## src/rtl/wave_synth_pkg.sv

```systemverilog
// Shared types and constants for the tone generator: envelope states,
// waveform select codes and amplitude limits.
package wave_synth_pkg;

  typedef enum logic [1:0] {
    IDLE    = 2'd0,
    ATTACK  = 2'd1,
    SUSTAIN = 2'd2,
    RELEASE = 2'd3
  } env_state_t;

  localparam logic [1:0] WAVE_SQUARE = 2'd0;
  localparam logic [1:0] WAVE_SAW    = 2'd1;
  localparam logic [1:0] WAVE_TRI    = 2'd2;
  localparam logic [1:0] WAVE_MUTE   = 2'd3;

  localparam logic signed [15:0] SQUARE_AMP = 16'sh7FFF;
  localparam logic [7:0]         ENV_MAX    = 8'd255;

endpackage

```

## src/rtl/period_recip_div.sv

```systemverilog
// Sequential reciprocal: quotient = floor(2^32 / divisor), one quotient bit per clk.
// Divisors below 2 produce a zero quotient without iterating.
module period_recip_div
  import wave_synth_pkg::*;
#(
  parameter int w_period = 20
) (
  input  logic                clk,
  input  logic                rst,
  input  logic                start,
  input  logic [w_period-1:0] divisor,
  output logic                busy,
  output logic                done,
  output logic [31:0]         quotient
);

  logic [w_period-1:0] div_reg;
  logic [w_period-1:0] rem_reg;
  logic [31:0]         num_reg;
  logic [5:0]          count_reg;
  logic                busy_reg;
  logic                done_reg;

  logic [w_period:0]   rem_shift;
  logic [w_period-1:0] rem_diff;
  logic                fits;

  // The dividend is a single 1 above 32 zeros: its top bit seeds the remainder
  // and only zeros are brought down afterwards.
  always_comb begin
    rem_shift = {rem_reg, 1'b0};
    fits      = (rem_shift >= {1'b0, div_reg});
    rem_diff  = rem_shift[w_period-1:0] - div_reg;
  end

  always_ff @(posedge clk or posedge rst) begin
    if (rst) begin
      div_reg   <= '0;
      rem_reg   <= '0;
      num_reg   <= '0;
      count_reg <= '0;
      busy_reg  <= 1'b0;
      done_reg  <= 1'b0;
    end else begin
      done_reg <= 1'b0;
      if (start) begin
        div_reg   <= divisor;
        rem_reg   <= w_period'(1);
        num_reg   <= '0;
        count_reg <= 6'd32;
        if (divisor < w_period'(2)) begin
          busy_reg <= 1'b0;
          done_reg <= 1'b1;
        end else begin
          busy_reg <= 1'b1;
        end
      end else if (busy_reg) begin
        rem_reg   <= fits ? rem_diff : rem_shift[w_period-1:0];
        num_reg   <= {num_reg[30:0], fits};
        count_reg <= count_reg - 6'd1;
        if (count_reg == 6'd1) begin
          busy_reg <= 1'b0;
          done_reg <= 1'b1;
        end
      end
    end
  end

  assign busy     = busy_reg;
  assign done     = done_reg;
  assign quotient = num_reg;

endmodule

```

## src/rtl/wave_period_synth.sv

```systemverilog
// Period-driven tone generator: phase accumulator, square/saw/triangle shaping,
// attack/sustain/release envelope, and a neg->pos zero-crossing pulse.
module wave_period_synth
  import wave_synth_pkg::*;
#(
  parameter int w_period        = 20,
  parameter int w_sound         = 16,
  parameter int env_step_cycles = 4096
) (
  input  logic                       clk,
  input  logic                       rst,
  input  logic                       gate,
  input  logic [w_period-1:0]        period,
  input  logic [1:0]                 wave_sel,
  input  logic [2:0]                 amp_shift,
  output logic signed [w_sound-1:0]  sound,
  output logic                       zero_cross,
  output env_state_t                 env_state,
  output logic [7:0]                 env_level
);

  localparam int TICK_W = (env_step_cycles > 1) ? $clog2(env_step_cycles) : 1;

  logic [w_period-1:0] req_period_reg;
  logic                div_start;
  logic                div_busy;
  logic                div_done;
  logic [31:0]         div_quot;

  logic [31:0] next_step_reg;
  logic [31:0] step_reg;
  logic [31:0] acc_reg;
  logic [31:0] step_src;
  logic [32:0] acc_sum;
  logic        step_load;

  env_state_t        state_reg;
  env_state_t        state_next;
  logic [7:0]        level_reg;
  logic [7:0]        level_next;
  logic [TICK_W-1:0] tick_cnt_reg;
  logic              tick;

  logic signed [15:0]        wave;
  logic signed [24:0]        prod;
  logic signed [15:0]        scaled;
  logic signed [w_sound-1:0] sound_reg;
  logic                      zero_cross_reg;
  logic                      unused_prod_bits;

  // Only one divide in flight; a change arriving mid-divide is picked up once it finishes.
  assign div_start = (period != req_period_reg) && !div_busy;

  period_recip_div #(
    .w_period(w_period)
  ) u_div (
    .clk     (clk),
    .rst     (rst),
    .start   (div_start),
    .divisor (period),
    .busy    (div_busy),
    .done    (div_done),
    .quotient(div_quot)
  );

  // Step changes only at a phase wrap, so a period change never jumps the phase.
  always_comb begin
    acc_sum   = {1'b0, acc_reg} + {1'b0, step_reg};
    step_src  = div_done ? div_quot : next_step_reg;
    step_load = acc_sum[32] || (step_reg == 32'd0) || (state_reg == IDLE);
  end

  always_ff @(posedge clk or posedge rst) begin
    if (rst) begin
      req_period_reg <= '0;
      next_step_reg  <= '0;
      step_reg       <= '0;
      acc_reg        <= '0;
    end else begin
      if (div_start) req_period_reg <= period;
      if (div_done)  next_step_reg  <= div_quot;
      if (step_load) step_reg       <= step_src;
      acc_reg <= (state_next == IDLE) ? 32'd0 : acc_sum[31:0];
    end
  end

  assign tick = (state_reg != IDLE) && (tick_cnt_reg == TICK_W'(env_step_cycles - 1));

  always_comb begin
    state_next = state_reg;
    level_next = level_reg;
    case (state_reg)
      IDLE: begin
        if (gate) state_next = ATTACK;
      end
      ATTACK: begin
        if (!gate)                    state_next = RELEASE;
        else if (level_reg == ENV_MAX) state_next = SUSTAIN;
        else if (tick)                level_next = level_reg + 8'd1;
      end
      SUSTAIN: begin
        level_next = ENV_MAX;
        if (!gate) state_next = RELEASE;
      end
      RELEASE: begin
        if (gate)                    state_next = ATTACK;
        else if (level_reg == 8'd0)  state_next = IDLE;
        else if (tick)               level_next = level_reg - 8'd1;
      end
      default: state_next = IDLE;
    endcase
  end

  always_ff @(posedge clk or posedge rst) begin
    if (rst) begin
      state_reg    <= IDLE;
      level_reg    <= 8'd0;
      tick_cnt_reg <= '0;
    end else begin
      state_reg <= state_next;
      level_reg <= level_next;
      if ((state_reg == IDLE) || (state_next != state_reg) || tick)
        tick_cnt_reg <= '0;
      else
        tick_cnt_reg <= tick_cnt_reg + TICK_W'(1);
    end
  end

  always_comb begin
    wave = 16'sd0;
    case (wave_sel)
      WAVE_SQUARE: wave = acc_reg[31] ? -SQUARE_AMP : SQUARE_AMP;
      WAVE_SAW:    wave = $signed(acc_reg[31:16] ^ 16'h8000);
      WAVE_TRI:    wave = $signed((acc_reg[31] ? ~acc_reg[30:15] : acc_reg[30:15]) ^ 16'h8000);
      default:     wave = 16'sd0;
    endcase
  end

  // Envelope level is unsigned, so it is widened with a zero before the signed multiply.
  always_comb begin
    prod   = 25'(wave) * 25'($signed({1'b0, level_reg}));
    scaled = $signed(prod[23:8]) >>> amp_shift;
  end

  assign unused_prod_bits = ^{prod[24], prod[7:0]};

  always_ff @(posedge clk or posedge rst) begin
    if (rst) begin
      sound_reg      <= '0;
      zero_cross_reg <= 1'b0;
    end else begin
      sound_reg      <= scaled;
      zero_cross_reg <= sound_reg[w_sound-1] & ~scaled[15];
    end
  end

  assign sound      = sound_reg;
  assign zero_cross = zero_cross_reg;
  assign env_state  = state_reg;
  assign env_level  = level_reg;

endmodule

```

## config.mk

```make
export PLATFORM = sky130hd
export DESIGN_NAME = wave_period_synth
export DESIGN_NICKNAME = d
export VERILOG_FILES = /design/src/rtl/wave_synth_pkg.sv /design/src/rtl/period_recip_div.sv /design/src/rtl/wave_period_synth.sv
export SDC_FILE = /design/constraint.sdc
export NUM_CORES = 1
export LEC_CHECK = 0
export CORE_MARGIN = 8
export CORE_UTILIZATION = 55
export DETAILED_ROUTE_END_ITERATION = 16
export PLACE_DENSITY = 0.83
export SLEW_MARGIN = 25
export SYNTH_ARGS = -nofsm -noshare
export SYNTH_HDL_FRONTEND = slang
export SYNTH_SLANG_ARGS = --single-unit
export TNS_END_PERCENT = 20
```

## constraint.sdc

```tcl
create_clock -name clk -period 6 [get_ports clk]
set_input_delay 0.6 -clock clk [delete_from_list [all_inputs] [get_ports clk]]
set_output_delay 0.6 -clock clk [all_outputs]
set_load 0.01 [all_outputs]
```

==> reports/qor.yml <==
status: "finished clean"
crit_type: "register to register"
crit_path_max_incr_delay_ps: 550
fmax_mhz: 173
crit_cells: 19
grt_max_degree: 172
arrival_ps: 6200
fp.dieH_um: 195
nets: 2340
critPathRequiredTime_ps: 6410
r2r-start: "acc_reg[31]"
start_util_pct: 55.9
reg2regPathDepth: 19
place_area_sq_mm: 0.0192
cts.sinks: 215
antenna_cells: 0
clk_pin_slew_ps: 60
synth-async-reset-ratio_pct: 100
synth_seq_cells: 215
netlist_top_cells_area: "dfrtp_1 31%, fa_1 12%, ha_1 7.4%, nand2_1 5.1%, inv_1 4.7%"
dp_cells: 2477
top_usage_layer: "met2"
path_buf_inv: 4
worst_path_dominant_cell_family: "adder cells"
portBuffers: 54
drt-total-wl_mm: 41.4
cts_made_buffers: 25
maxCapViolations: 0
dr.pass1.iters: 7
final_area_sq_mm: 0.0202
worstSkewPairLatency_ps: 550
use_met2_pct: 38.0
fin_crit_sh_pct: 96.5
die_x_um: 195
synth_edf_count: 0
setup_slack_ps: 210
hold_viol: 0
grt.overflow.total: 0
cp-endpoint: "sound[6]"
area_growth_pct: 14.7
routedWlPerCell_um: 16.4
timing.critical_path.from: "acc_reg[31]"
synth_ff_type: "dfrtp_1"
path_cells: "buf_12 > xnor2_1 > o21ai_0 > buf_4 > and2_1 > fa_1 > fa_1 > inv_1 > fa_1 > fa_1 > inv_1 > ha_1 > a2111oi_0 > o21ai_0 > a31oi_1 > o21ai_0 > xor2_1 > mux2_2 > mux4_2"
fp.coreArea_sq_mm: 0.0316
path_max_fanout: 19
grtUsageMet1_pct: 27.4
reg2reg_setup_slack_ps: 210
clockRootBuffer: "clkbuf_16"
drt_iter0_drc: 1017
ant_nets: 0
rows: 65
grt_usage_pct: 21.6
antenna_found_initial: 0
setup_viol: 0
fill_cells: 2390
synth_area_leader_cell: "dfrtp_1"
grt_pass1_vias: 15100
grt_pass1_wl_mm: 71.1
drive_above_1_share_pct: 13.1
tritoncts: "done"
slew_headroom_pct: 31.3
cts.path.max_buffers: 3
max_slew.worst_pin.slew_ps: 1030
ios: 55
pre_cts_slack_ps: -710
gp_congestion: 0.905
synth_top_area_share_pct: 30.5
avgViaCountPerCell: 5.80
timing.rr.end: "sound[6]"
die_area_sq_mm: 0.0380
end_kind: "register"
crit_top_cell: "fa_1"
synth-seq-area-share_pct: 30.5
hp-class: "input port to asynchronous set/reset pin"
dp_hpwl_mm: 29.8
drcViolationCount: 0
start_kind: "register"
drv_slew: 0
fin_worst_skew_ps: 14.1
synth_fp_nets: 2236
slowest_stage: "fa_1"
netlist_area_sq_mm: 0.0176
syn_area_per_cell_sq_um: 8.81
synthCells: 2002
met3_usage_pct: 3.08
cts_max_level: 1
final_cell_count_no_fill: 2526
fin_crit_ps: 5790
ys_warn_count: 0
vias: 14700
yosysUniqueCellTypes: 78
## what timing repair did
action	4_1_cts	5_1_grt
gates cloned	0	1
setup buffers	1	2
hold endpoints to repair	0	0
hold buffers	0	0
gates resized for setup	4	24
pin swaps	1	9
setup endpoints to repair	9	17
## final cells by class
class | instances | area [sq um] | area share (%)
inverters | 221 | 833 | 4.12
clock buffers | 35 | 723 | 3.58
multi-input cells | 1471 | 11100 | 55.1
clock inverters | 10 | 173 | 0.854
flip-flops and latches | 215 | 5380 | 26.6
repair buffers | 172 | 1460 | 7.24
well taps | 402 | 503 | 2.49
## worst min-delay path by stage
stage	start	end	depth (start not counted)
after global routing	rst	sound[14]	2
after floorplan	u_div.count_reg[5]	u_div.count_reg[5]	1
final	rst	sound[14]	2
after global placement	u_div.count_reg[5]	u_div.count_reg[5]	1
after detailed placement	u_div.count_reg[5]	u_div.count_reg[5]	1
after CTS	rst	sound[14]	2
## layer usage
metal  vias up  share of wire (%)
li1       6982                  -
met1      7213                 43
met2       385                 50
met3        82                5.0
met4         0                2.1
met5         -                  0
## cells by family after synthesis
family | Yosys count | share of synthesized area, %
AND/OR/NAND/NOR | 655 | 17.6
AO/OA/AOI/OAI | 428 | 16.0
buffers and inverters | 316 | 7.03
flip-flops | 215 | 30.5
adder cells (fa/ha/maj) | 206 | 19.0
XOR/XNOR | 107 | 5.32
multiplexers | 75 | 4.61
## synthesized netlist by cell type, types with 44 or more instances
| cell type | instances |
|---|---|
| inv_1 | 220 |
| fa_1 | 102 |
| o21ai_0 | 150 |
| a31oi_1 | 44 |
| nand2_1 | 240 |
| dfrtp_1 | 215 |
| clkbuf_1 | 74 |
| xnor2_1 | 64 |
| nor3_1 | 84 |
| and2_1 | 59 |
| ha_1 | 104 |
| nor2_1 | 124 |
| a21oi_1 | 68 |
## cells in the final DEF (no fill, tap or decap), types with 12 or more instances in the layout
| cell | netlist | layout |
|---|---|---|
| and2_1 | 59 | 58 |
| nand3_1 | 24 | 24 |
| xor2_1 | 43 | 43 |
| o21ai_0 | 150 | 149 |
| a21o_1 | 35 | 35 |
| a31oi_1 | 44 | 44 |
| mux2_2 | 40 | 40 |
| clkdlybuf4s50_1 | 0 | 52 |
| ha_1 | 104 | 102 |
| dfrtp_1 | 215 | 214 |
| fa_1 | 102 | 102 |
| nand2b_1 | 25 | 25 |
| nor3_1 | 84 | 81 |
| nor2_1 | 124 | 122 |
| nor2b_1 | 20 | 19 |
| nand4_1 | 12 | 12 |
| xnor2_1 | 64 | 63 |
| inv_1 | 220 | 218 |
| a211oi_2 | 28 | 31 |
| mux2i_1 | 34 | 33 |
| nor4_1 | 20 | 19 |
| clkbuf_16 | 0 | 25 |
| buf_4 | 4 | 113 |
| a21oi_1 | 68 | 63 |
| nand2_1 | 240 | 240 |
## through the flow
stage	util [%]	hold WS [ps]	setup TNS, ps
global route	64.1	457	-41.7
floorplan	-	437	-2620
finish	64.1	429	0
global placement	60.8	455	-5570
detailed placement	60.8	459	-8530
CTS	63.7	431	0
Power is not shown: default switching activity piles up to over one toggle a cycle in this logic, so the estimate is an artifact.
